$ cat config.mk
export PLATFORM = sky130hd
export DESIGN_NAME = jt51_phase_pipe_flat
export DESIGN_NICKNAME = d
export VERILOG_FILES = /design/src/rtl/jt51_phase_pipe_pkg.sv /design/src/rtl/jt51_phase_pipe_if.sv /design/src/rtl/jt51_phinc_rom.sv /design/src/rtl/jt51_pm.sv /design/src/rtl/jt51_sh.sv /design/src/rtl/jt51_phase_pipe.sv /design/src/flat_wrapper.sv
export SDC_FILE = /design/constraint.sdc
export NUM_CORES = 1
export LEC_CHECK = 0
export BUFFER_PORTS_ARGS = -buffer_cell sky130_fd_sc_hd__clkbuf_2
export CORE_UTILIZATION = 50
export CTS_CLUSTER_DIAMETER = 40
export DETAILED_ROUTE_END_ITERATION = 8
export GPL_TIMING_DRIVEN = 0
export HOLD_SLACK_MARGIN = 0.02
export PLACE_DENSITY = 0.71
export SLEW_MARGIN = 20
export SYNTH_ARGS = -nofsm -noshare
export SYNTH_HDL_FRONTEND = slang
export SYNTH_SLANG_ARGS = --single-unit
$ cat constraint.sdc
create_clock -name clk -period 40.8 [get_ports clk]
set_input_delay 8.16 -clock clk [delete_from_list [all_inputs] [get_ports clk]]
set_output_delay 8.16 -clock clk [all_outputs]
set_load 0.03 [all_outputs]
$ cat src/rtl/jt51_phase_pipe_pkg.sv
// jt51_phase_pipe shared constants, detune tables and stage bundles.
// JT51_PG_DISPLAY_STEP_EN (see top) adds a step print in simulation.
package jt51_phase_pipe_pkg;

  localparam logic [7:0]  DT2_LIM2 = 8'd75;
  localparam logic [7:0]  DT2_LIM3 = 8'd95;
  localparam logic [17:0] BASE_MAX = 18'd82976;

  typedef struct packed {
    logic [13:0] kc2;
    logic [2:0]  dt1;
  } s1_t;

  typedef struct packed {
    logic [9:0] addr;
    logic [3:0] oct;
    logic [5:0] dtkf;
    logic [2:0] dt1;
  } s2_t;

  typedef struct packed {
    logic [17:0] base;
    logic [4:0]  pow2;
    logic [2:0]  dtsh;
    logic [2:0]  dt1;
  } s3_t;

  typedef struct packed {
    logic [17:0] base;
    logic [4:0]  off;
    logic [2:0]  dt1;
  } s4_t;

  function automatic logic [4:0] pow2_lut(
    input logic [2:0] i
  );
    unique case (i)
      3'd0: pow2_lut = 5'd16;
      3'd1: pow2_lut = 5'd17;
      3'd2: pow2_lut = 5'd19;
      3'd3: pow2_lut = 5'd20;
      3'd4: pow2_lut = 5'd22;
      3'd5: pow2_lut = 5'd24;
      3'd6: pow2_lut = 5'd26;
      default: pow2_lut = 5'd29;
    endcase
  endfunction

  function automatic logic [4:0] dt1_lim(
    input logic [1:0] m
  );
    unique case (m)
      2'd2: dt1_lim = 5'd16;
      2'd3: dt1_lim = 5'd22;
      default: dt1_lim = 5'd8;
    endcase
  endfunction

  // 6-bit wrap: -4 is encoded as 60
  function automatic logic [5:0] dt1_adj(
    input logic [1:0] m
  );
    unique case (m)
      2'd1: dt1_adj = 6'd60;
      2'd2: dt1_adj = 6'd4;
      2'd3: dt1_adj = 6'd8;
      default: dt1_adj = 6'd0;
    endcase
  endfunction

  function automatic logic [9:0] dt2_off(
    input logic [1:0] d
  );
    unique case (d)
      2'd1: dt2_off = 10'd512;
      2'd2: dt2_off = 10'd628;
      2'd3: dt2_off = 10'd800;
      default: dt2_off = 10'd0;
    endcase
  endfunction

  function automatic logic [8:0] pm_mod(
    input logic [2:0] pms,
    input logic [6:0] pm
  );
    unique case (pms)
      3'd1: pm_mod = {7'd0, pm[6:5]};
      3'd2: pm_mod = {6'd0, pm[6:4]};
      3'd3: pm_mod = {5'd0, pm[6:3]};
      3'd4: pm_mod = {4'd0, pm[6:2]};
      3'd5: pm_mod = {3'd0, pm[6:1]};
      3'd6: pm_mod = {1'b0, pm, 1'b0};
      3'd7: pm_mod = {pm, 2'b00};
      default: pm_mod = 9'd0;
    endcase
  endfunction

endpackage

$ cat src/rtl/jt51_phase_pipe_if.sv
// Slot bundle between the register/LFO front end and the phase pipe.
// master drives the per-slot operands, slave returns keycode/phase.
interface jt51_phase_pipe_if;
  logic [6:0] kc;
  logic [5:0] kf;
  logic [3:0] mul;
  logic [2:0] dt1;
  logic [1:0] dt2;
  logic [7:0] pm;
  logic [2:0] pms;
  logic       pg_rst_III;
  logic [4:0] keycode_III;
  logic [9:0] ph_X;

  modport master (
    output kc, kf, mul, dt1, dt2,
    output pm, pms, pg_rst_III,
    input  keycode_III, ph_X
  );

  modport slave (
    input  kc, kf, mul, dt1, dt2,
    input  pm, pms, pg_rst_III,
    output keycode_III, ph_X
  );
endinterface

$ cat src/rtl/jt51_phinc_rom.sv
// One-octave phase increment table: 16 anchors per octave, linear in kf.
module jt51_phinc_rom (
  input  logic [9:0]  i_addr,
  output logic [11:0] o_phinc
);
  logic [11:0] w_lo;
  logic [11:0] w_hi;
  logic [11:0] w_delta;
  logic [12:0] w_prod;

  function automatic logic [11:0] anchor(
    input logic [4:0] n
  );
    unique case (n)
      5'd0:  anchor = 12'd1299;
      5'd1:  anchor = 12'd1357;
      5'd2:  anchor = 12'd1417;
      5'd3:  anchor = 12'd1479;
      5'd4:  anchor = 12'd1545;
      5'd5:  anchor = 12'd1613;
      5'd6:  anchor = 12'd1685;
      5'd7:  anchor = 12'd1759;
      5'd8:  anchor = 12'd1837;
      5'd9:  anchor = 12'd1918;
      5'd10: anchor = 12'd2003;
      5'd11: anchor = 12'd2092;
      5'd12: anchor = 12'd2185;
      5'd13: anchor = 12'd2281;
      5'd14: anchor = 12'd2382;
      5'd15: anchor = 12'd2488;
      default: anchor = 12'd2598;
    endcase
  endfunction

  assign w_lo    = anchor({1'b0, i_addr[9:6]});
  assign w_hi    = anchor({1'b0, i_addr[9:6]} + 5'd1);
  assign w_delta = w_hi - w_lo;
  assign w_prod  = {1'b0, w_delta} * {7'd0, i_addr[5:0]};
  assign o_phinc = w_lo + 12'(w_prod >> 6);
endmodule

$ cat src/rtl/jt51_pm.sv
// Applies LFO PM to {kc,kf}; saturates at both ends of the 13-bit range.
module jt51_pm (
  input  logic [6:0]  i_kc,
  input  logic [5:0]  i_kf,
  input  logic [8:0]  i_mod,
  input  logic        i_add,
  output logic [12:0] o_kcex
);
  logic [13:0] w_in;
  logic [13:0] w_sum;

  assign w_in = {1'b0, i_kc, i_kf};

  always_comb begin
    w_sum  = '0;
    o_kcex = '0;
    if (i_add) begin
      w_sum  = w_in + {5'd0, i_mod};
      o_kcex = w_sum[13] ? 13'h1fff : w_sum[12:0];
    end else begin
      w_sum  = w_in - {5'd0, i_mod};
      o_kcex = w_sum[13] ? 13'h0000 : w_sum[12:0];
    end
  end
endmodule

$ cat src/rtl/jt51_sh.sv
// Fixed-length shift register delay line with async reset.
module jt51_sh #(
  parameter int W = 5,
  parameter int N = 4
) (
  input  logic         clk,
  input  logic         rst,
  input  logic [W-1:0] i_din,
  output logic [W-1:0] o_drop
);
  logic [N-1:0][W-1:0] r_sh;

  always_ff @(posedge clk or posedge rst) begin
    if (rst) r_sh <= '0;
    else     r_sh <= {r_sh[N-2:0], i_din};
  end

  assign o_drop = r_sh[N-1];
endmodule

$ cat src/rtl/jt51_phase_pipe.sv
// JT51 per-slot phase generator: keycode/detune/MUL to a 32-slot ring.
// JT51_PG_DISPLAY_STEP_EN: simulation prints the step every clock.
module jt51_phase_pipe
  import jt51_phase_pipe_pkg::*;
(
  input logic              clk,
  input logic              rst,
  jt51_phase_pipe_if.slave bus
);
  s1_t         r_s1;
  s2_t         r_s2;
  s3_t         r_s3;
  s4_t         r_s4;
  logic [4:0]  r_keycode;
  logic [19:0] r_b20;
  logic [19:0] r_step;
  logic [19:0] r_acc;
  logic [9:0]  r_ph1;
  logic [9:0]  r_ph2;

  logic [8:0]  w_mod;
  logic [12:0] w_kci;
  logic        w_extra;
  logic [13:0] w_kc2;
  logic [11:0] w_phinc;
  logic [17:0] w_ph18;
  logic [17:0] w_base;
  logic [5:0]  w_p6;
  logic [5:0]  w_off;
  logic [4:0]  w_lim;
  logic [4:0]  w_offc;
  logic [19:0] w_b20;
  logic [19:0] w_o20;
  logic [19:0] w_base20;
  logic [19:0] w_step;
  logic [3:0]  w_mul_vi;
  logic        w_pg_vii;
  logic [19:0] w_ring;

  assign w_mod = pm_mod(bus.pms, bus.pm[6:0]);

  jt51_pm u_pm (
    .i_kc   (bus.kc),
    .i_kf   (bus.kf),
    .i_mod  (w_mod),
    .i_add  (~bus.pm[7]),
    .o_kcex (w_kci)
  );

  always_comb begin
    w_extra = 1'b0;
    unique case (bus.dt2)
      2'd2:    w_extra = w_kci[7:0] > DT2_LIM2;
      2'd3:    w_extra = w_kci[7:0] > DT2_LIM3;
      default: w_extra = &w_kci[7:6];
    endcase
  end

  assign w_kc2 = {1'b0, w_kci}
               + {4'd0, dt2_off(bus.dt2)}
               + {7'd0, w_extra, 6'd0};

  jt51_phinc_rom u_rom (
    .i_addr  (r_s2.addr),
    .o_phinc (w_phinc)
  );

  assign w_ph18 = {6'd0, w_phinc};

  always_comb begin
    w_base = '0;
    unique case (r_s2.oct)
      4'd0:    w_base = w_ph18 >> 2;
      4'd1:    w_base = w_ph18 >> 1;
      4'd2:    w_base = w_ph18;
      4'd3:    w_base = w_ph18 << 1;
      4'd4:    w_base = w_ph18 << 2;
      4'd5:    w_base = w_ph18 << 3;
      4'd6:    w_base = w_ph18 << 4;
      4'd7:    w_base = w_ph18 << 5;
      4'd8:    w_base = w_ph18 << 6;
      default: w_base = '0;
    endcase
  end

  assign w_p6  = {1'b0, r_s3.pow2};
  assign w_lim = dt1_lim(r_s3.dt1[1:0]);

  always_comb begin
    w_off = '0;
    unique case (r_s3.dtsh)
      3'd0:    w_off = w_p6 >> 4;
      3'd1:    w_off = w_p6 >> 3;
      3'd2:    w_off = w_p6 >> 2;
      3'd3:    w_off = w_p6 >> 1;
      3'd4:    w_off = w_p6;
      3'd5:    w_off = w_p6 << 1;
      default: w_off = '0;
    endcase
  end

  assign w_offc = (w_off > {1'b0, w_lim}) ? w_lim : w_off[4:0];

  assign w_b20 = {2'b00, r_s4.base};
  assign w_o20 = {15'd0, r_s4.off};

  always_comb begin
    w_base20 = w_b20;
    if (r_s4.dt1[1:0] != 2'd0) begin
      if (r_s4.dt1[2]) w_base20 = w_b20 - w_o20;
      else             w_base20 = w_b20 + w_o20;
    end
  end

  jt51_sh #(.W(4), .N(5)) u_mul_dly (
    .clk    (clk),
    .rst    (rst),
    .i_din  (bus.mul),
    .o_drop (w_mul_vi)
  );

  // mul = 0 means a half-speed operator
  assign w_step = (w_mul_vi == 4'd0)
                ? {1'b0, r_b20[19:1]}
                : r_b20 * {16'd0, w_mul_vi};

  jt51_sh #(.W(1), .N(4)) u_pg_dly (
    .clk    (clk),
    .rst    (rst),
    .i_din  (bus.pg_rst_III),
    .o_drop (w_pg_vii)
  );

  // acc register plus 31 ring stages closes the 32-slot loop
  jt51_sh #(.W(20), .N(31)) u_ring (
    .clk    (clk),
    .rst    (rst),
    .i_din  (r_acc),
    .o_drop (w_ring)
  );

  always_ff @(posedge clk or posedge rst) begin
    if (rst) begin
      r_s1      <= '0;
      r_s2      <= '0;
      r_s3      <= '0;
      r_s4      <= '0;
      r_keycode <= '0;
      r_b20     <= '0;
      r_step    <= '0;
      r_acc     <= '0;
      r_ph1     <= '0;
      r_ph2     <= '0;
    end else begin
      r_s1.kc2   <= w_kc2;
      r_s1.dt1   <= bus.dt1;
      r_s2.addr  <= r_s1.kc2[9:0];
      r_s2.oct   <= r_s1.kc2[13:10];
      r_s2.dtkf  <= r_s1.kc2[13:8]
                  + dt1_adj(r_s1.dt1[1:0]);
      r_s2.dt1   <= r_s1.dt1;
      r_keycode  <= r_s1.kc2[12:8];
      r_s3.base  <= w_base;
      r_s3.pow2  <= pow2_lut(r_s2.dtkf[2:0]);
      r_s3.dtsh  <= r_s2.dtkf[5:3];
      r_s3.dt1   <= r_s2.dt1;
      r_s4.base  <= (r_s3.base > BASE_MAX)
                  ? BASE_MAX : r_s3.base;
      r_s4.off   <= w_offc;
      r_s4.dt1   <= r_s3.dt1;
      r_b20      <= w_base20;
      r_step     <= w_step;
      r_acc      <= w_pg_vii ? 20'd0 : w_ring + r_step;
      r_ph1      <= r_acc[9:0];
      r_ph2      <= r_ph1;
    end
  end

  assign bus.keycode_III = r_keycode;
  assign bus.ph_X        = r_ph2;

`ifdef JT51_PG_DISPLAY_STEP_EN
  always @(posedge clk) $display("%0d", r_step);
`else
`endif

endmodule

$ cat src/flat_wrapper.sv
// flat-port wrapper written by rule: the top's interface ports become plain ports
module jt51_phase_pipe_flat import jt51_phase_pipe_pkg::*;
  (clk, rst, bus_kc, bus_kf, bus_mul, bus_dt1, bus_dt2, bus_pm, bus_pms, bus_pg_rst_III, bus_keycode_III, bus_ph_X);
  jt51_phase_pipe_if bus_i ();
  input logic clk;
  input logic rst;
  input wire logic [$bits(bus_i.kc)-1:0] bus_kc;
  input wire logic [$bits(bus_i.kf)-1:0] bus_kf;
  input wire logic [$bits(bus_i.mul)-1:0] bus_mul;
  input wire logic [$bits(bus_i.dt1)-1:0] bus_dt1;
  input wire logic [$bits(bus_i.dt2)-1:0] bus_dt2;
  input wire logic [$bits(bus_i.pm)-1:0] bus_pm;
  input wire logic [$bits(bus_i.pms)-1:0] bus_pms;
  input wire logic [$bits(bus_i.pg_rst_III)-1:0] bus_pg_rst_III;
  output wire logic [$bits(bus_i.keycode_III)-1:0] bus_keycode_III;
  output wire logic [$bits(bus_i.ph_X)-1:0] bus_ph_X;
  assign bus_i.kc = bus_kc;
  assign bus_i.kf = bus_kf;
  assign bus_i.mul = bus_mul;
  assign bus_i.dt1 = bus_dt1;
  assign bus_i.dt2 = bus_dt2;
  assign bus_i.pm = bus_pm;
  assign bus_i.pms = bus_pms;
  assign bus_i.pg_rst_III = bus_pg_rst_III;
  assign bus_keycode_III = bus_i.keycode_III;
  assign bus_ph_X = bus_i.ph_X;
  jt51_phase_pipe u_core (.clk(clk), .rst(rst), .bus(bus_i));
endmodule
==> results of run 1 <==
==> registers in the layout (all words and copies together), names as in the netlist <==
signal                   flops
u_core.r_s1                 17
u_core.u_pg_dly.r_sh         3
u_core.u_ring.o_drop        10
u_core.u_ring.r_sh         282
u_core.bus.ph_X              9
u_core.r_ph1                 9
u_core.r_b20                11
u_core.u_pg_dly.o_drop       1
u_core.r_s3                 29
u_core.r_acc                10
u_core.r_step               10
u_core.u_mul_dly.r_sh       16
u_core.u_mul_dly.o_drop      4
u_core.r_s2                 21
u_core.r_s4                 19
==> kinds of logic after synthesis <==
logic type                 Yosys count  share of synthesized area [%]
DFF                                451                           58.8
and+or+nand+nor                    382                           9.74
AOI/OAI and AO/OA                  275                           9.78
buffers and inverters              198                           4.18
adders and majority gates          161                           12.6
xor gates and xnor gates            71                           3.47
muxes                               23                           1.41
other                                1                         0.0195
==> stage by stage <==
step | instances | setup slack, ns | util, % | instance area (sq um) | hold WS (ns)
floorplan | 1562 | 20.07 | - | 19200 | 0.331
global placement | 2119 | 16.75 | 53.2 | 20100 | 0.332
detailed placement | 2123 | 26.93 | 53.5 | 20200 | 0.335
CTS | 2198 | 27.49 | 57.3 | 21600 | 0.338
global route | 2198 | 27.02 | 57.3 | 21600 | 0.341
finish | 2199 | 27.51 | 57.3 | 21600 | 0.333
==> final cells by class <==
cell class | count | area, sq um
Antenna cell | 1 | 2.50
Buffer | 69 | 319
Clock buffer | 61 | 1250
Clock inverter | 14 | 191
Fill cell | 2959 | 16100
Inverter | 129 | 492
Multi-Input combinational cell | 913 | 7120
Sequential cell | 451 | 11300
Tap cell | 511 | 639
Timing Repair Buffer | 50 | 340
==> worst paths after layout <==
kind | end | slack [ns] | depth (start not counted)
worst min register to register | u_core.u_ring.r_sh[280] | 0.33 | 0
min in group asynchronous | u_core.u_ring.r_sh[181] | 7.54 | 2
worst max register to register | u_core.r_s3[19] | 31.06 | 40
worst min-delay path | u_core.u_ring.r_sh[280] | 0.33 | 0
worst max-delay path | u_core.r_s1[14] | 27.51 | 24
max in group asynchronous | u_core.u_ring.r_sh[249] | 31.52 | 5
==> cells in the final DEF (no fill, tap or decap), types with 21 or more instances in the layout <==
master,instances
clkbuf_1,55
a21o_1,22
fa_1,54
nand2_1,122
ha_1,107
a21oi_1,64
nor2_1,76
xnor2_1,49
nand3_1,29
o21ai_0,45
dfrtp_1,451
nor2b_1,21
clkbuf_2,46
clkbuf_16,44
inv_1,127
and2_1,64
nand2b_1,24
==> per-layer routing <==
metal	vias up	GRT usage [%]	share of wire, %
met3	68	2.49	3.4
met1	5844	25.2	42
met2	270	36.2	52
li1	5390	-	-
met4	0	6.86	2.7
met5	-	0	0
==> results_dict.tcl, run 1 <==
set metrics [dict create \
    status "finished, final reports clean" \
    post_synth.cell_area_avg_sq_um 12.3 \
    worst_pin_slew_ns 0.899 \
    avgRoutedWirePerCell_microns 16.9 \
    synth_seq_cells 451 \
    clockBufferDepth 3 \
    critPathLaunch "bus_pms[1]" \
    via_per_inst 5.26 \
    port_buffers 46 \
    synth_most_common_cell "dfrtp_1" \
    cts_made_buffers 44 \
    ctsHoldBuffers 0 \
    finalCritPeriodShare_pct 32.6 \
    grt_use_total_pct 20.2 \
    grt-ovfl-total 0 \
    drv_slew 0 \
    dp_hpwl_microns 23700 \
    crit_slowest_cell "a211oi_2" \
    route.detailed.drc 0 \
    crit_required_ns 41.27 \
    synth_area_leaders "dfrtp_1 (59%), ha_1 (7.0%), fa_1 (5.6%)" \
    worstReg2RegStart "u_core.r_s2[21]" \
    synth_cell_type_count 76 \
    crit_type "input pin to flip-flop" \
    grt_pass1_vias 12400 \
    core_region_area_sq_um 37800 \
    max_slew_margin_pct 39.6 \
    cp_cell_sequence "clkbuf_2 -> clkbuf_1 -> mux2_2 -> o211ai_1 -> ha_1 -> clkbuf_1 -> a22o_1 -> a311o_1 -> a211oi_2 -> nor2_1 -> a21boi_0 -> o21ai_1 -> o21bai_1 -> a31o_1 -> fa_1 -> ha_1 -> inv_1 -> nor2_1 -> nor2_1 -> nor2b_1 -> o21ai_0 -> o21bai_1 -> a21oi_1 -> xor2_1" \
    synth_top_area_share_pct 58.8 \
    crit_buf_inv 4 \
    drtIter0Drc 835 \
    min_from "u_core.u_ring.r_sh[260]" \
    synth.net_count 1759 \
    fmax_mhz 75.2 \
    detail-route-antenna-nets 0 \
    cp_top_family "compound AO/OA/AOI/OAI gates" \
    rsz0062_at_grt "no" \
    slowest_delay_ns 0.46 \
    cts-root-buf "clkbuf_16" \
    ioPinCount 51 \
    die_h_microns 198 \
    die_w_microns 198 \
    finClkSkew_ns 0.0253 \
    ys_top_cells_by_count "dfrtp_1 (451), inv_1 (128), nand2_1 (122), ha_1 (107), nor2_1 (76)" \
    clk_pin_slew_ns 0.08 \
    cts_tree "yes" \
    synth_edf_count 0 \
    clk_latency_ns 0.56 \
    hold_viol_final 0 \
    syn_area_sq_um 19200 \
    ys_seq_area_share_pct 58.8 \
    yosysWarnings 0 \
    critPathCaptureType "flip-flop" \
    crit_path_max_fanout 10 \
    async_flop_share_pct 100 \
    ys.flop_type "dfrtp_1" \
    post-cts-setup-buffer-count 0 \
    antenna_found_initial 1 \
    grt_pass1_wl_microns 62500 \
    gp_congestion 0.887 \
    path_common_cell "nor2_1" \
    finalSetupViolCount 0 \
    vias 11600 \
    hp-class "flip-flop to flip-flop" \
    initial_core_util_pct 50.8 \
    grt_max_degree 117 \
    synth_area_leader_cell "dfrtp_1" \
    numClockSinks 451 \
    maxCapViolations 0 \
    synthCells 1562 \
    cts_resized 0 \
    drive_gt1_share_pct 9.72 \
    fin_nets 1855 \
    startpoint_type "input pin" \
    cts-htree-levels 2 \
    finalSetupTns_ns 0 \
    area_growth_pct 12.8 \
    dr.pass1.iters 6 \
    die-area_sq_um 39200 \
    layout_min_cycle_time_ns 13.29 \
    rows 71 \
    crit_arrival_ns 13.76 \
    wl_microns 37100 \
]
Power of run 1 is left out: the tool's default activity adds up to more than one toggle a clock period on the data nets, which glitch-free logic cannot reach.
==> inputs of run 2 (changes only) <==
==> constraint.sdc (replaced) <==
create_clock -name clk -period 13.3 [get_ports clk]
set_input_delay 2.66 -clock clk [delete_from_list [all_inputs] [get_ports clk]]
set_output_delay 2.66 -clock clk [all_outputs]
set_load 0.03 [all_outputs]
==> results_dict.tcl, run 2 (synthesis gave the netlist of run 1 again) <==
set metrics [dict create \
    hp-class "flip-flop to flip-flop" \
    ctsHoldBuffers 0 \
    fillCellCount 2990 \
    cts_resized 0 \
    grt_use_total_pct 20.8 \
    core_region_area_sq_um 37800 \
    area_growth_pct 14.8 \
    cts-htree-levels 2 \
    cp_top_family "adder cells" \
    finalCritPeriodShare_pct 74.4 \
    maxCapViolations 0 \
    hold_viol_final 0 \
    grt_pass1_wl_microns 63800 \
    critPathCaptureType "flip-flop" \
    clockBufferDepth 3 \
    cts-root-buf "clkbuf_16" \
    fin_nets 1866 \
    crit_arrival_ns 10.38 \
    clk_latency_ns 0.57 \
    startpoint_type "flip-flop" \
    cts_made_buffers 45 \
    die_w_microns 198 \
    clk_pin_slew_ns 0.06 \
    layout_min_cycle_time_ns 9.89 \
    grt_pass1_vias 12400 \
    ioPinCount 51 \
    rr_worst_depth 40 \
    rsz0062_at_grt "no" \
    critPathLaunch "u_core.r_s2[21]" \
    numClockSinks 451 \
    drive_gt1_share_pct 11.0 \
    rows 71 \
    worstHoldPathCells 0 \
    route.detailed.drc 0 \
    layout_common_cells "dfrtp_1 (451), inv_1 (127), nand2_1 (122)" \
    die-area_sq_um 39200 \
    detail-route-antenna-nets 0 \
    wl_microns 38300 \
    via_per_inst 5.28 \
    worstReg2RegStart "u_core.r_s2[21]" \
    die_h_microns 198 \
    vias 11700 \
    port_buffers 46 \
    min_from "u_core.u_ring.r_sh[365]" \
    final_area_sq_um 22000 \
    grt_max_degree 38 \
    finalSetupTns_ns 0 \
    crit_slowest_cell "xnor2_1" \
    max_slew_margin_pct 39.4 \
    worst_pin_slew_ns 0.902 \
    fmax_mhz 101 \
    crit_buf_inv 8 \
    dr.pass1.iters 8 \
    crit_required_ns 13.79 \
    top_register "u_core.u_ring.r_sh" \
    initial_core_util_pct 50.8 \
    largest_reg_flops 282 \
    dp_hpwl_microns 24400 \
    cts_tree "yes" \
    status "finished, final reports clean" \
    finalSetupViolCount 0 \
    finClkSkew_ns 0.0151 \
    n_antenna_cell 0 \
    post-cts-setup-buffer-count 0 \
    slowest_delay_ns 0.64 \
    drtIter0Drc 751 \
    drv_slew 0 \
    crit_cells 40 \
    largest_registers "u_core.u_ring.r_sh (282), u_core.r_s3 (29), u_core.r_s2 (21)" \
    avgRoutedWirePerCell_microns 17.3 \
    placed_area_sq_um 20400 \
    gp_congestion 0.880 \
    antenna_found_initial 0 \
    crit_path_max_fanout 10 \
    layout_commonest_cell "dfrtp_1" \
    grt-ovfl-total 0 \
    crit_type "flip-flop to flip-flop" \
    path_common_cell "ha_1" \
]
[run 2: path summary, 6_finish.rpt]
| path | to | slack, ns |
|---|---|---|
| max | u_core.r_s3[19] | 3.41 |
| min | u_core.u_ring.r_sh[385] | 0.34 |
| max reg2reg | u_core.r_s3[19] | 3.41 |
| min reg2reg | u_core.u_ring.r_sh[385] | 0.34 |
| max in group asynchronous | u_core.u_ring.r_sh[269] | 9.40 |
| min in group asynchronous | u_core.u_ring.r_sh[224] | 2.17 |
[run 2: area by class of cell]
class,count,area (sq um),area share (%)
multi-input cells,913,7120,32.3
plain buffers,69,319,1.45
repair buffers,60,533,2.42
flip-flops and latches,451,11300,51.2
inverters,129,488,2.21
well taps,511,639,2.90
clock buffers,57,1260,5.72
clock inverters,27,400,1.82
[run 2: stage by stage]
| step | instances | setup WS, ns | util, % | hold WS (ns) |
|---|---|---|---|---|
| 5_1_grt | 2217 | 2.59 | 58.4 | 0.351 |
| 3_5_place_dp | 2133 | 3.60 | 54.0 | 0.335 |
| 3_3_place_gp | 2119 | 2.63 | 53.2 | 0.331 |
| 6_report | 2217 | 3.41 | 58.4 | 0.339 |
| 4_1_cts | 2217 | 3.46 | 58.4 | 0.340 |
| 2_1_floorplan | 1562 | 4.54 | - | 0.331 |
[run 2: per-layer routing]
layer	vias to the layer above	share of wire, %	global-route usage, %
li1	5429	-	-
met1	5878	42	26.2
met4	0	3.0	7.52
met2	315	51	36.5
met5	-	0	0
met3	78	3.9	3.10
Power of run 2 is left out for the same reason.
